File: src/rtl/forward_hazard_unit_pkg.sv
// Shared encodings for the forwarding/hazard unit: operand select codes
// and the state type of the multi-cycle (MDU) tracking FSM.
package forward_hazard_unit_pkg;

  localparam logic [1:0] SEL_RF  = 2'd0;
  localparam logic [1:0] SEL_WB  = 2'd1;
  localparam logic [1:0] SEL_MEM = 2'd2;
  localparam logic [1:0] SEL_MDU = 2'd3;

  typedef enum logic [1:0] {
    MDU_IDLE = 2'd0,
    MDU_BUSY = 2'd1,
    MDU_DONE = 2'd2
  } mdu_state_t;

endpackage

File: src/rtl/forward_hazard_unit_fwd_port_sel.sv
// Priority compare for one source operand port: picks where the operand
// value comes from (MEM beats WB beats the MDU result, else register file).
module fwd_port_sel
  import forward_hazard_unit_pkg::*;
#(
  parameter int ADDR_W = 5
) (
  input  logic [ADDR_W-1:0] addr,
  input  logic              port_used,
  input  logic [ADDR_W-1:0] rd_mem,
  input  logic              regwrite_mem,
  input  logic [ADDR_W-1:0] rd_wb,
  input  logic              regwrite_wb,
  input  logic              mdu_valid,
  input  logic [ADDR_W-1:0] mdu_rd,
  output logic [1:0]        sel
);

  // Unused ports and r0 never forward; otherwise the youngest producer wins.
  always_comb begin
    sel = SEL_RF;
    if (port_used && (addr != '0)) begin
      if (regwrite_mem && (rd_mem == addr)) begin
        sel = SEL_MEM;
      end else if (regwrite_wb && (rd_wb == addr)) begin
        sel = SEL_WB;
      end else if (mdu_valid && (mdu_rd == addr)) begin
        sel = SEL_MDU;
      end
    end
  end

endmodule

File: src/rtl/forward_hazard_unit.sv
// Forwarding and hazard unit: operand select generation for the ID and EX
// stages, stall detection, MDU latency tracking and a stall-cycle counter.
module forward_hazard_unit
  import forward_hazard_unit_pkg::*;
#(
  parameter int ADDR_W  = 5,
  parameter int N_RD    = 2,
  parameter int MDU_LAT = 4,
  parameter int CNT_W   = 16
) (
  input  logic                   clk,
  input  logic                   rst_n,
  input  logic [N_RD*ADDR_W-1:0] rs_id,
  input  logic [N_RD-1:0]        use_id,
  input  logic [ADDR_W-1:0]      rd_id,
  input  logic                   regwrite_id,
  input  logic                   branch_id,
  input  logic                   mdu_op_id,
  input  logic [N_RD*ADDR_W-1:0] rs_ex,
  input  logic [N_RD-1:0]        use_ex,
  input  logic [ADDR_W-1:0]      rd_ex,
  input  logic                   regwrite_ex,
  input  logic                   memread_ex,
  input  logic                   mdu_start_ex,
  input  logic [ADDR_W-1:0]      rd_mem,
  input  logic                   regwrite_mem,
  input  logic                   memread_mem,
  input  logic [ADDR_W-1:0]      rd_wb,
  input  logic                   regwrite_wb,
  input  logic                   perf_clr,
  output logic [2*N_RD-1:0]      fwd_ex_sel,
  output logic [2*N_RD-1:0]      fwd_id_sel,
  output logic                   stall_id,
  output logic                   mdu_wb_valid,
  output logic                   mdu_busy,
  output logic                   mdu_err,
  output logic [CNT_W-1:0]       stall_cnt
);

  localparam int              LAT_W    = (MDU_LAT > 2) ? $clog2(MDU_LAT) : 1;
  localparam logic [LAT_W-1:0] LAT_LOAD = LAT_W'(MDU_LAT - 2);

  mdu_state_t        state, state_nx;
  logic [LAT_W-1:0]  lat_cnt, lat_cnt_nx;
  logic [ADDR_W-1:0] mdu_rd, mdu_rd_nx;
  logic              err_nx;

  // EX ports occupy the low half, ID ports the high half of the select bank.
  logic [2*N_RD*ADDR_W-1:0] all_addr;
  logic [2*N_RD-1:0]        all_used;
  logic [4*N_RD-1:0]        all_sel;

  assign all_addr     = {rs_id, rs_ex};
  assign all_used     = {use_id, use_ex};
  assign fwd_ex_sel   = all_sel[2*N_RD-1:0];
  assign fwd_id_sel   = all_sel[4*N_RD-1:2*N_RD];
  assign mdu_wb_valid = (state == MDU_DONE);
  assign mdu_busy     = (state == MDU_BUSY);

  for (genvar g = 0; g < 2*N_RD; g++) begin : g_port
    fwd_port_sel #(.ADDR_W(ADDR_W)) u_sel (
      .addr         (all_addr[g*ADDR_W +: ADDR_W]),
      .port_used    (all_used[g]),
      .rd_mem       (rd_mem),
      .regwrite_mem (regwrite_mem),
      .rd_wb        (rd_wb),
      .regwrite_wb  (regwrite_wb),
      .mdu_valid    (mdu_wb_valid),
      .mdu_rd       (mdu_rd),
      .sel          (all_sel[2*g +: 2])
    );
  end

  // Stall when an ID source cannot be forwarded in time, or the MDU blocks ID.
  always_comb begin
    stall_id = 1'b0;
    for (int i = 0; i < N_RD; i++) begin
      if (use_id[i]) begin
        if (memread_ex && regwrite_ex && (rd_ex != '0) &&
            (rd_ex == rs_id[i*ADDR_W +: ADDR_W])) begin
          stall_id = 1'b1;
        end
        if (branch_id && regwrite_ex && (rd_ex != '0) &&
            (rd_ex == rs_id[i*ADDR_W +: ADDR_W])) begin
          stall_id = 1'b1;
        end
        if (branch_id && memread_mem && (rd_mem != '0) &&
            (rd_mem == rs_id[i*ADDR_W +: ADDR_W])) begin
          stall_id = 1'b1;
        end
        if (mdu_busy && (mdu_rd == rs_id[i*ADDR_W +: ADDR_W])) begin
          stall_id = 1'b1;
        end
      end
    end
    if (mdu_busy && ((regwrite_id && (rd_id == mdu_rd)) || mdu_op_id)) begin
      stall_id = 1'b1;
    end
  end

  // MDU tracking: issue loads the down-counter, DONE lasts a single cycle.
  always_comb begin
    state_nx   = state;
    lat_cnt_nx = lat_cnt;
    mdu_rd_nx  = mdu_rd;
    err_nx     = mdu_err;
    case (state)
      MDU_IDLE: begin
        if (mdu_start_ex && (rd_ex != '0)) begin
          state_nx   = MDU_BUSY;
          mdu_rd_nx  = rd_ex;
          lat_cnt_nx = LAT_LOAD;
        end
      end
      MDU_BUSY: begin
        if (mdu_start_ex) begin
          err_nx = 1'b1;
        end
        if (lat_cnt == '0) begin
          state_nx = MDU_DONE;
        end else begin
          lat_cnt_nx = lat_cnt - 1'b1;
        end
      end
      MDU_DONE: begin
        if (mdu_start_ex && (rd_ex != '0)) begin
          state_nx   = MDU_BUSY;
          mdu_rd_nx  = rd_ex;
          lat_cnt_nx = LAT_LOAD;
        end else begin
          state_nx = MDU_IDLE;
        end
      end
      default: state_nx = MDU_IDLE;
    endcase
  end

  // MDU state register; reset aborts any in-flight operation.
  always_ff @(posedge clk or negedge rst_n) begin
    if (!rst_n) begin
      state   <= MDU_IDLE;
      lat_cnt <= '0;
      mdu_rd  <= '0;
      mdu_err <= 1'b0;
    end else begin
      state   <= state_nx;
      lat_cnt <= lat_cnt_nx;
      mdu_rd  <= mdu_rd_nx;
      mdu_err <= err_nx;
    end
  end

  // Saturating stall counter; a clear wins over a same-cycle stall.
  always_ff @(posedge clk or negedge rst_n) begin
    if (!rst_n) begin
      stall_cnt <= '0;
    end else if (perf_clr) begin
      stall_cnt <= '0;
    end else if (stall_id && (stall_cnt != '1)) begin
      stall_cnt <= stall_cnt + 1'b1;
    end
  end

endmodule
File: config.mk
export PLATFORM = sky130hd
export DESIGN_NAME = forward_hazard_unit
export DESIGN_NICKNAME = d
export VERILOG_FILES = /design/src/rtl/forward_hazard_unit_pkg.sv /design/src/rtl/forward_hazard_unit_fwd_port_sel.sv /design/src/rtl/forward_hazard_unit.sv
export SDC_FILE = /design/constraint.sdc
export NUM_CORES = 1
export LEC_CHECK = 0
export CAP_MARGIN = 20
export CORE_MARGIN = 5
export CORE_UTILIZATION = 35
export CTS_BUF_LIST = sky130_fd_sc_hd__clkbuf_16
export DETAILED_ROUTE_END_ITERATION = 12
export GPL_ROUTABILITY_DRIVEN = 0
export GPL_TIMING_DRIVEN = 0
export PLACE_DENSITY = 0.74
export SLEW_MARGIN = 10
export SYNTH_ARGS = -nofsm -noshare
export SYNTH_HDL_FRONTEND = slang
export SYNTH_SLANG_ARGS = --single-unit
File: constraint.sdc
create_clock -name clk -period 4.45 [get_ports clk]
set_input_delay 1.335 -clock clk [delete_from_list [all_inputs] [get_ports clk]]
set_output_delay 1.335 -clock clk [all_outputs]
set_load 0.01 [all_outputs]
==> tab_implementation.tex <==
\begin{tabular}{lr}
\hline
Metric & Value \\
\hline
\multicolumn{2}{l}{\textbf{Outcome}} \\
Result of the run & completed \\
\multicolumn{2}{l}{\textbf{Drt}} \\
DR pass1 iterations & 4 \\
Detail-routed via count per cell & 5.28 \\
Post-DR wirelength/cell & 16.2 microns \\
DRC marker count from the first detailed-route iteration & 183 \\
Via count & 2475 \\
Number of antenna-violating nets in the routed design & 0 \\
Final WL & 7600 microns \\
DR DRC count & 0 \\
\multicolumn{2}{l}{\textbf{Yosys}} \\
Gate Count Post-Synth & 295 \\
Most used flip-flop cell after synthesis & sky130\_fd\_sc\_hd\_\_dfrtp\_1 \\
Cell variety after synth & 45 \\
Total number of yosys warnings & 0 \\
Synth top area share & roughly a quarter \\
Cell type with the highest aggregate area in the netlist & sky130\_fd\_sc\_hd\_\_dfrtp\_1 \\
Async SR Flop Fraction & 100\% \\
Cell Area, Synth & roughly 0.0025 sq mm \\
Number of synthesized flops with an enable pin & 0 \\
Post-synthesis register bit count & 26 \\
Post-synthesis sequential area ratio & 26.0\% \\
Cell types with the largest area share after synthesis & sky130\_fd\_sc\_hd\_\_dfrtp\_1 26\%, sky130\_fd\_sc\_hd\_\_xnor2\_1 15\%, sky130\_fd\_sc\_hd\_\_xor2\_1 12\% \\
Post-synth net total & 353 \\
Syn avg cell area & 8.48 sq um \\
\multicolumn{2}{l}{\textbf{Clock network}} \\
CTS tree & done \\
Number of buffers created by CTS & 3 \\
Clock transition time at the flip-flop clock pins of the worst setup and hold paths & 0.06 ns \\
Clock root buffer master & sky130\_fd\_sc\_hd\_\_clkbuf\_16 \\
Sinks on the clock net & 26 \\
Clock latency reported for the late side of the worst-skew pair & 0.26 ns \\
Maximum buffer depth of the clock tree & 2 \\
Number of levels in the clock H-tree & 1 \\
Hold bufs inserted after CTS & 0 \\
\multicolumn{2}{l}{\textbf{Global route}} \\
Global-route wire length before repair & 12000 microns \\
Number of global-route vias before repair & 2439 \\
Maximum number of pins on one net before global-route repair & 18 \\
Global-route usage over all layers & 16.6\% \\
Overflow after GRT & 0 \\
Antenna violations before repair & 0 \\
\multicolumn{2}{l}{\textbf{Floorplanning}} \\
Cell row count & 30 \\
Starting density of the core & 36.4\% \\
Die X-Extent & 94.5 microns \\
Die outline area & 0.00894 sq mm \\
Die height & 94.5 microns \\
Core Area & about 0.0069 sq mm \\
I/O pin count & between 80 and 90 \\
\multicolumn{2}{l}{\textbf{Worst setup path}} \\
Capturing element type of the critical path & primary output \\
Worst path arrival time & 3.08 ns \\
Peak fanout along the critical path & 7 \\
Required time at the worst-slack endpoint & 3.12 ns \\
Start-to-end type of the worst setup path & input port to primary output \\
Worst R2R Setup Slack & 1.64 ns \\
Type of origin of the critical path & input port \\
\multicolumn{2}{l}{\textbf{Place}} \\
\# placed instances & 460 \\
HPWL Detailed & between 5000 and 6000 microns \\
Cell Area, Placed & between 0.003 and 0.004 sq mm \\
Pre-CTS worst setup slack & -0.928 ns \\
Port-buffer cells & 68 \\
\multicolumn{2}{l}{\textbf{STA}} \\
Final critical-path setup slack & 0.0368 ns \\
Achievable Freq & 0.227 GHz \\
Crit path time final & 4.41 ns \\
Clock tree skew after final layout & 0.00398 ns \\
Final hold violations & 0 \\
Tcrit/Tclk final & 99.2\% \\
Worst slew margin relative to its limit & 51.2\% \\
Final Slew Violations & 0 \\
Worst slew pin tran & roughly 0.73 ns \\
Setup-failing EPs final & 0 \\
\multicolumn{2}{l}{\textbf{Flow run}} \\
Total of max-cap violations & 0 \\
\multicolumn{2}{l}{\textbf{Final layout}} \\
Post-route cell area & between 0.003 and 0.004 sq mm \\
Number of antenna repair diodes & 0 \\
Final std cells w/o fill & between 400 and 500 \\
Layout Area Growth over Synthesis & 39.4\% \\
Most frequent cells in the layout & 44 x sky130\_fd\_sc\_hd\_\_xnor2\_1, 44 x sky130\_fd\_sc\_hd\_\_clkdlybuf4s50\_1, 35 x sky130\_fd\_sc\_hd\_\_xor2\_1 \\
Proportion of layout cells with a drive suffix above 1 & 13.4\% \\
Number of nets at the end of the flow & 433 \\
Layout Utilization & 50.8\% \\
\multicolumn{2}{l}{\textbf{Hold path}} \\
Class of the tightest hold or removal check & flop to flop \\
\multicolumn{2}{l}{\textbf{Power}} \\
Pwr Density & 319 mW/mm\^{}2 \\
Leakage & 0.00134 uW \\
Maximum vdd ir drop & 0.177 mV \\
\hline
\end{tabular}
==> layer usage <==
metal  GRT usage, %  wire [microns]
met1           21.9            3210
met2           29.1            3840
met3           1.43             422
met4           4.21             118
met5              0               0
==> logic make-up after synthesis <==
kind of cell / share of synthesized area [%]
AND/OR/NAND/NOR: 23.7
XOR/XNOR: 27.7
AO/OA/AOI/OAI: 11.1
buffers and inverters: 5.90
flip-flops: 26.0
multiplexers: 4.65
adder cells (fa/ha/maj): 1.00
==> state kept, by name, summed over array words and instances, names as in the netlist <==
register   cells
stall_cnt     16
mdu_rd         5
lat_cnt        2
state          2
mdu_err        1
==> synthesized netlist by cell type (7+ instances only) <==
master                     count
sky130_fd_sc_hd__xnor2_1      44
sky130_fd_sc_hd__xor2_1       35
sky130_fd_sc_hd__dfrtp_1      26
sky130_fd_sc_hd__nor2_1       20
sky130_fd_sc_hd__clkbuf_1     15
sky130_fd_sc_hd__nand3_1      14
sky130_fd_sc_hd__nand2_1      12
sky130_fd_sc_hd__nor4_1       11
sky130_fd_sc_hd__a21oi_1       9
sky130_fd_sc_hd__nor3_1        9
sky130_fd_sc_hd__or4_1         9
sky130_fd_sc_hd__o21ai_0       8
sky130_fd_sc_hd__buf_2         7
==> metrics by stage <==
| step | hold slack, ns | power [uW] | setup TNS [ns] |
|---|---|---|---|
| final | 0.465 | 1110 | 0 |
| after global routing | 0.481 | 1180 | -0.0279 |
| after CTS | 0.473 | 1090 | -0.171 |
| after detailed placement | 0.454 | 888 | -2.52 |
| after global placement | 0.451 | 865 | -2.28 |
| after floorplan | 0.458 | 698 | 0 |
==> area by class of cell <==
class	count	area (sq um)
clock buffers	3	75.1
well taps	96	120
repair buffers	76	711
inverters	7	26.3
fillers	655	3380
plain buffers	24	118
flip-flops and latches	26	651
multi-input cells	237	1790
==> what timing repair did <==
item | 4_1_cts | 5_1_grt
setup buffers | 3 | 4
pin swaps | 5 | 10
endpoints found under the setup margin | 9 | 5
resized for setup | 38 | 20
==> final timing paths <==
check | to | cells after the start | start
max reg2reg | stall_cnt[5]$_DFFE_PN0P_ | 9 | mdu_rd[0]$_DFFE_PN0P_
min | mdu_err$_DFFE_PN0P_ | 1 | mdu_err$_DFFE_PN0P_
min reg2reg | mdu_err$_DFFE_PN0P_ | 1 | mdu_err$_DFFE_PN0P_
min in group asynchronous | stall_cnt[2]$_DFFE_PN0P_ | 1 | rst_n
max | stall_id | 9 | rd_mem[2]
max in group asynchronous | mdu_rd[2]$_DFFE_PN0P_ | 2 | rst_n
==> worst max-delay path: stages <==
cell and delay, ns:
sky130_fd_sc_hd__buf_4 0.14, sky130_fd_sc_hd__or4_4 0.55, sky130_fd_sc_hd__o211ai_4 0.25, sky130_fd_sc_hd__nor4b_4 0.09, sky130_fd_sc_hd__o31ai_4 0.22, sky130_fd_sc_hd__and3_4 0.22, sky130_fd_sc_hd__buf_6 0.12, sky130_fd_sc_hd__inv_2 0.03
sky130_fd_sc_hd__clkbuf_2 0.11
==> power breakdown <==
| part | leakage, uW | total (uW) | switching [uW] | internal (uW) |
|---|---|---|---|---|
| clock | 0.0000370 | 199 | 79.8 | 119 |
| combinational | 0.000961 | 608 | 326 | 282 |
| sequential | 0.000338 | 306 | 22.7 | 283 |
| total | 0.00134 | 1110 | 428 | 684 |
Power figures use the tool's default switching activity.
